### src/rtl/alarma_pkg.sv
// Shared types for the timed vehicle alarm controller.
// Holds the 2-bit FSM state encoding used by the top and by the bench.
package alarma_pkg;

    typedef enum logic [1:0] {
        REPOSO   = 2'd0,
        ESPERA   = 2'd1,
        ALARMA   = 2'd2,
        SILENCIO = 2'd3
    } estado_t;

endpackage

### src/rtl/alarma_temporizada_if.sv
// Sensor/actuator bundle of the timed vehicle alarm.
//   sLuz, sPrta[N_PUERTAS], sIgn, sAck : sensor and user inputs (driven by master)
//   sAlr, sPrtaCap[N_PUERTAS], estado  : registered alarm outputs (driven by slave)
// master = sensor side / environment, slave = alarm controller.
interface alarma_temporizada_if #(
    parameter int N_PUERTAS = 4
) ();

    logic                 sLuz;
    logic [N_PUERTAS-1:0] sPrta;
    logic                 sIgn;
    logic                 sAck;
    logic                 sAlr;
    logic [N_PUERTAS-1:0] sPrtaCap;
    logic [1:0]           estado;

    modport master (
        output sLuz, sPrta, sIgn, sAck,
        input  sAlr, sPrtaCap, estado
    );

    modport slave (
        input  sLuz, sPrta, sIgn, sAck,
        output sAlr, sPrtaCap, estado
    );

endinterface

### src/rtl/alarma_temporizada_contador_retardo.sv
// Saturating up-counter with terminal-count flag.
//   clk, reset : clock, synchronous active-high reset
//   clr        : synchronous clear to zero (priority over en)
//   en         : count enable; the count stops at FIN and never wraps
//   tc         : high while the count equals FIN
module contador_retardo #(
    parameter int ANCHO = 4,
    parameter int FIN   = 7
) (
    input  logic clk,
    input  logic reset,
    input  logic clr,
    input  logic en,
    output logic tc
);

    localparam logic [ANCHO-1:0] FIN_V = ANCHO'(FIN);

    logic [ANCHO-1:0] cnt;

    always_ff @(posedge clk) begin
        if (reset || clr) begin
            cnt <= '0;
        end else if (en && !tc) begin
            cnt <= cnt + ANCHO'(1);
        end
    end

    assign tc = (cnt == FIN_V);

endmodule

### src/rtl/alarma_temporizada.sv
// Timed vehicle alarm controller.
// Raises sAlr when the light is on, a door is open and ignition is off,
// after the trigger condition has held for RETARDO consecutive edges.
// Ports:
//   clk   : clock, rising edge
//   reset : synchronous active-high reset
//   bus   : alarma_temporizada_if.slave (sLuz, sPrta, sIgn, sAck in;
//           sAlr, sPrtaCap, estado out, all outputs registered)
// Build option: define ALARMA_PARPADEO_EN to make sAlr blink in ALARMA with
// a half-period of PARPADEO cycles; otherwise sAlr is steady and PARPADEO
// is unused.
module alarma_temporizada
    import alarma_pkg::*;
#(
    parameter int N_PUERTAS = 4,
    parameter int RETARDO   = 8,
    parameter int PARPADEO  = 4
) (
    input  logic                 clk,
    input  logic                 reset,
    alarma_temporizada_if.slave  bus
);

    localparam int ANCHO_CNT = $clog2(RETARDO + 2);

    if (N_PUERTAS < 1 || RETARDO < 0 || PARPADEO < 1) begin : gParamCheck
        $error("alarma_temporizada: invalid parameter value");
    end

    estado_t              estadoQ;
    estado_t              estadoD;
    logic                 sAlrQ;
    logic [N_PUERTAS-1:0] capQ;
    logic                 cond;
    logic                 tcRet;
    logic                 entrada;

    assign cond = bus.sLuz & (|bus.sPrta) & ~bus.sIgn;

    // Counter is held at zero outside ESPERA and on any low sample, so each
    // low sample restarts the full delay.
    contador_retardo #(
        .ANCHO (ANCHO_CNT),
        .FIN   ((RETARDO == 0) ? 0 : RETARDO - 1)
    ) uRetardo (
        .clk   (clk),
        .reset (reset),
        .clr   ((estadoQ != ESPERA) || !cond),
        .en    ((estadoQ == ESPERA) && cond),
        .tc    (tcRet)
    );

    always_comb begin
        estadoD = estadoQ;
        unique case (estadoQ)
            REPOSO:   if (cond) estadoD = (RETARDO == 0) ? ALARMA : ESPERA;
            ESPERA:   if (!cond) estadoD = REPOSO;
                      else if (tcRet) estadoD = ALARMA;
            ALARMA:   if (!cond) estadoD = REPOSO;
                      else if (bus.sAck) estadoD = SILENCIO;
            SILENCIO: if (!cond) estadoD = REPOSO;
            default:  estadoD = REPOSO;
        endcase
    end

    assign entrada = (estadoD == ALARMA) && (estadoQ != ALARMA);

`ifdef ALARMA_PARPADEO_EN
    logic tcPar;

    // Blink counter restarts on ALARMA entry and after every toggle.
    contador_retardo #(
        .ANCHO ($clog2(PARPADEO + 1)),
        .FIN   (PARPADEO - 1)
    ) uParpadeo (
        .clk   (clk),
        .reset (reset),
        .clr   ((estadoQ != ALARMA) || (estadoD != ALARMA) || tcPar),
        .en    (1'b1),
        .tc    (tcPar)
    );
`endif

    always_ff @(posedge clk) begin
        if (reset) begin
            estadoQ <= REPOSO;
            sAlrQ   <= 1'b0;
            capQ    <= '0;
        end else begin
            estadoQ <= estadoD;
            if (entrada) begin
                capQ <= bus.sPrta;
            end
`ifdef ALARMA_PARPADEO_EN
            if (entrada) begin
                sAlrQ <= 1'b1;
            end else if (estadoD == ALARMA) begin
                sAlrQ <= tcPar ? ~sAlrQ : sAlrQ;
            end else begin
                sAlrQ <= 1'b0;
            end
`else
            sAlrQ <= (estadoD == ALARMA);
`endif
        end
    end

    assign bus.estado   = estadoQ;
    assign bus.sAlr     = sAlrQ;
    assign bus.sPrtaCap = capQ;

endmodule

### src/flat_wrapper.sv
// flat-port wrapper written by rule: the top's interface ports become plain ports
module alarma_temporizada_flat import alarma_pkg::*;
#(
    parameter int N_PUERTAS = 4,
    parameter int RETARDO   = 8,
    parameter int PARPADEO  = 4
)
  (clk, reset, bus_sLuz, bus_sPrta, bus_sIgn, bus_sAck, bus_sAlr, bus_sPrtaCap, bus_estado);
  alarma_temporizada_if #(.N_PUERTAS(N_PUERTAS)) bus_i ();
  input  logic clk;
  input  logic reset;
  input wire logic [$bits(bus_i.sLuz)-1:0] bus_sLuz;
  input wire logic [$bits(bus_i.sPrta)-1:0] bus_sPrta;
  input wire logic [$bits(bus_i.sIgn)-1:0] bus_sIgn;
  input wire logic [$bits(bus_i.sAck)-1:0] bus_sAck;
  output wire logic [$bits(bus_i.sAlr)-1:0] bus_sAlr;
  output wire logic [$bits(bus_i.sPrtaCap)-1:0] bus_sPrtaCap;
  output wire logic [$bits(bus_i.estado)-1:0] bus_estado;
  assign bus_i.sLuz = bus_sLuz;
  assign bus_i.sPrta = bus_sPrta;
  assign bus_i.sIgn = bus_sIgn;
  assign bus_i.sAck = bus_sAck;
  assign bus_sAlr = bus_i.sAlr;
  assign bus_sPrtaCap = bus_i.sPrtaCap;
  assign bus_estado = bus_i.estado;
  alarma_temporizada #(.N_PUERTAS(N_PUERTAS), .RETARDO(RETARDO), .PARPADEO(PARPADEO)) u_core (.clk(clk), .reset(reset), .bus(bus_i));
endmodule
### config.mk
export PLATFORM = sky130hd
export DESIGN_NAME = alarma_temporizada_flat
export DESIGN_NICKNAME = d
export VERILOG_FILES = /design/src/rtl/alarma_pkg.sv /design/src/rtl/alarma_temporizada_if.sv /design/src/rtl/alarma_temporizada_contador_retardo.sv /design/src/rtl/alarma_temporizada.sv /design/src/flat_wrapper.sv
export SDC_FILE = /design/constraint.sdc
export NUM_CORES = 1
export LEC_CHECK = 0
export ABC_AREA = 1
export CAP_MARGIN = 0
export CELL_PAD_IN_SITES_DETAIL_PLACEMENT = 1
export CELL_PAD_IN_SITES_GLOBAL_PLACEMENT = 1
export CORE_MARGIN = 10
export CORE_UTILIZATION = 36
export CTS_CLUSTER_SIZE = 16
export DETAILED_ROUTE_END_ITERATION = 12
export DONT_BUFFER_PORTS = 1
export GPL_ROUTABILITY_DRIVEN = 0
export GPL_TIMING_DRIVEN = 0
export PLACE_DENSITY = 0.72
export SLEW_MARGIN = 40
export SYNTH_ARGS = -nofsm -noshare
export SYNTH_HDL_FRONTEND = slang
export SYNTH_SLANG_ARGS = --single-unit
### constraint.sdc
create_clock -name clk -period 1.2 [get_ports clk]
set_input_delay 0.24 -clock clk [delete_from_list [all_inputs] [get_ports clk]]
set_output_delay 0.24 -clock clk [all_outputs]
set_load 0.05 [all_outputs]
==> reports/metrics.yaml <==
synth_area_um2: 608.1
htreeDepth: 1
rows: 14
endpoint_kind: "flip-flop"
yosys.area.top_type: "dfxtp_1"
hold_buffers: 0
grt_pass1_wl_um: 2325
cts_tree: "built"
grt_use_met3_pct: 5.761
gr-usage-met1_pct: 7.827
initial_core_util_pct: 39.00
gr-usage-all-layers_pct: 8.184
crit_type: "flip-flop to flip-flop"
port_buffers: 0
die_w_um: 61.10
fill_cells: 210
vias: 539
worst_ir_drop_vdd_v: 0.0007867
p_switching_uw: 170.1
yosys_warnings: 0
crit_path_max_fanout: 4
clock_skew_ns: 0.0006148
rsz0062_at_grt: "yes"
period_needed_ns: 1.152
worst_slew_pin_slew_ns: 0.5122
wirelength_um: 1438
power.internal_uw: 505.8
r2r-end: "u_core.uRetardo.cnt[0]$_SDFFE_PP0P_"
syn_avg_cell_area_um2: 6.989
maxSlewViolCount: 0
synth-seq-cells: 11
areaGrowthSynthToFinish_pct: 18.31
syn-num-nets: 97
synthCells: 87
hold_slack_ns: 0.1051
worstHoldPathType: "input pin to flip-flop"
pwr-share-comb_pct: 7.8
fin_util_pct: 46.15
grt_overflow: 0
wl_per_cell_um: 13.07
r2r_slack_ns: 0.05
nets: 105
max_freq_mhz: 867.8
hold_viol: 0
p_sw_share_pct: 25.17
total_leakage_power_uw: 0.0003464
cts_sinks: 11
cp.arrival_ns: 1.31
clkLatencyLatePin_ns: 0.26
drcViolationCount: 0
clockBufferDepth: 2
layout-drive-gt1-share_pct: 25.53
die_h_um: 61.10
busiest_layer: "met2"
synth_top_cell_area_share_pct: 36.21
cts_root_buffer: "clkbuf_4"
worstHoldEndpoint: "u_core.bus.estado[0]$_SDFF_PP0_"
grt_pass1_vias: 538
die_area_mm2: 0.003733
seq_power_share_pct: 55.3
n_antenna_cell: 0
min_path_cells: 3
antenna_found_initial: 0
reg2regPathDepth: 5
ant_nets: 0
fin_crit_sh_pct: 96.03
drt_pre_antenna_iters: 2
start_kind: "flip-flop"
drt-initial-drc-count: 5
clk_pin_slew_ns: 0.07
ys_seq_area_share_pct: 36.21
crit_required_ns: 1.36
p_clk_share_pct: 36.8
maxCapViolCount: 0
viasPerCell: 4.900
core_mm2: 0.001559
synth_area_leaders: "dfxtp_1, inv_1, nand2_1, nor2_1, nand4_1"
boundaryPins: 16
status: "completed"
grt_max_degree: 8
min_from: "reset"
max-slew-margin-rel_pct: 65.81
synth.distinct_cells: 20
cts_made_buffers: 3
met2_usage_pct: 14.05
r2r_start: "u_core.uRetardo.cnt[1]$_SDFFE_PP0P_"
setup_violations: 0
p_per_area_mw_per_mm2: 939.5
place_hpwl_um: 1081
[logic make-up after synthesis]
logic type      after synthesis  synth area share (%)
flops                        11                 36.21
fa+ha+maj                     1                 2.057
simple gates                 45                 39.30
compound gates                5                 5.966
buf+inv                      24                 15.02
xor+xnor                      1                 1.441
[stage by stage]
step           worst slack [ns]  total power [uW]  TNS (ns)  cell area [um2]  cells
2_1_floorplan           0.02247             428.5         0            610.6     87
3_3_place_gp            -0.1009             437.3   -0.2799            630.6    103
3_5_place_dp            -0.1010             437.7   -0.4451            630.6    103
4_1_cts                 0.02008             691.2         0            679.4    107
5_1_grt                -0.02221             712.8  -0.04256            719.4    110
6_report                0.04767             675.9         0            719.4    110
[power by group through the flow]
stage                     Combinational (uW)  Clock [uW]  Sequential (uW)
after CTS                               50.3         263              378
final                                   53.0         249              374
after floorplan                         40.6           0              388
after global placement                  48.3           0              389
after detailed placement                48.8           0              389
after global routing                    61.5         277              374
[metal layers]
metal,wire (um),vias to the layer above
li1,-,287
met1,559,237
met2,722,13
met3,145,2
met4,11,0
met5,0,-
[timing repair]
item	CTS	global route
setup buffers	0	3
gates resized for setup	7	6
setup endpoints to repair	8	7
pin swaps	0	7
[worst max-delay path by stage]
stage	cells past startpoint	from	slack, ns	to
floorplan	7	u_core.bus.estado[1]$_SDFF_PP0_	0.02	u_core.bus.estado[0]$_SDFF_PP0_
global placement	7	u_core.bus.estado[1]$_SDFF_PP0_	-0.10	u_core.bus.estado[0]$_SDFF_PP0_
detailed placement	7	u_core.bus.estado[1]$_SDFF_PP0_	-0.10	u_core.bus.estado[0]$_SDFF_PP0_
CTS	7	u_core.bus.estado[1]$_SDFF_PP0_	0.02	u_core.bus.estado[0]$_SDFF_PP0_
global route	7	u_core.uRetardo.cnt[1]$_SDFFE_PP0P_	-0.02	u_core.bus.sPrtaCap[0]$_SDFFE_PP0P_
finish	5	u_core.uRetardo.cnt[1]$_SDFFE_PP0P_	0.05	u_core.uRetardo.cnt[0]$_SDFFE_PP0P_
[synth_stat cells]
| master | n |
|---|---|
| and2_1 | 1 |
| xor2_1 | 1 |
| o21ai_0 | 1 |
| a21oi_1 | 1 |
| nand4_1 | 7 |
| nor3_2 | 1 |
| nand2_2 | 1 |
| nand3_1 | 2 |
| nand2_1 | 17 |
| dfxtp_1 | 11 |
| nand2_4 | 1 |
| nor2_1 | 13 |
| nand3_4 | 1 |
| o2111ai_1 | 2 |
| ha_1 | 1 |
| nand4_4 | 1 |
| a21oi_2 | 1 |
| inv_1 | 20 |
| inv_2 | 3 |
| clkinv_2 | 1 |
[worst max-delay path, cell delays in order (launching register included)]
cell	delay, ns
dfxtp_4	0.38
ha_4	0.15
nand3_4	0.08
buf_4	0.16
xor2_1	0.13
and2_1	0.15
[cells in the final DEF (no fill, tap or decap), types with 2 or more instances in the layout]
cell type  count
nand2_1       15
nand2_2        3
dfxtp_1        7
inv_4          2
dfxtp_4        4
inv_1         20
clkbuf_4       3
buf_4          3
o2111ai_1      2
nand4_1        7
nor2_1        13
[flip-flops by register name (all words and copies together), names as in the netlist]
| name | count |
|---|---|
| u_core.bus.sPrtaCap | 4 |
| u_core.uRetardo.cnt | 4 |
| u_core.bus.estado | 2 |
| u_core.bus.sAlr | 1 |
[cell type report]
| cell class | count | area (um2) | share of cell area (%) |
|---|---|---|---|
| clock buffer | 4 | 26.28 | 3.652 |
| inverter | 24 | 96.34 | 13.39 |
| multi-input combinational | 52 | 319.1 | 44.35 |
| sequential | 11 | 235.2 | 32.70 |
| tap | 16 | 20.02 | 2.783 |
| timing repair buffer | 3 | 22.52 | 3.130 |
(Power assumes the default switching activity.)
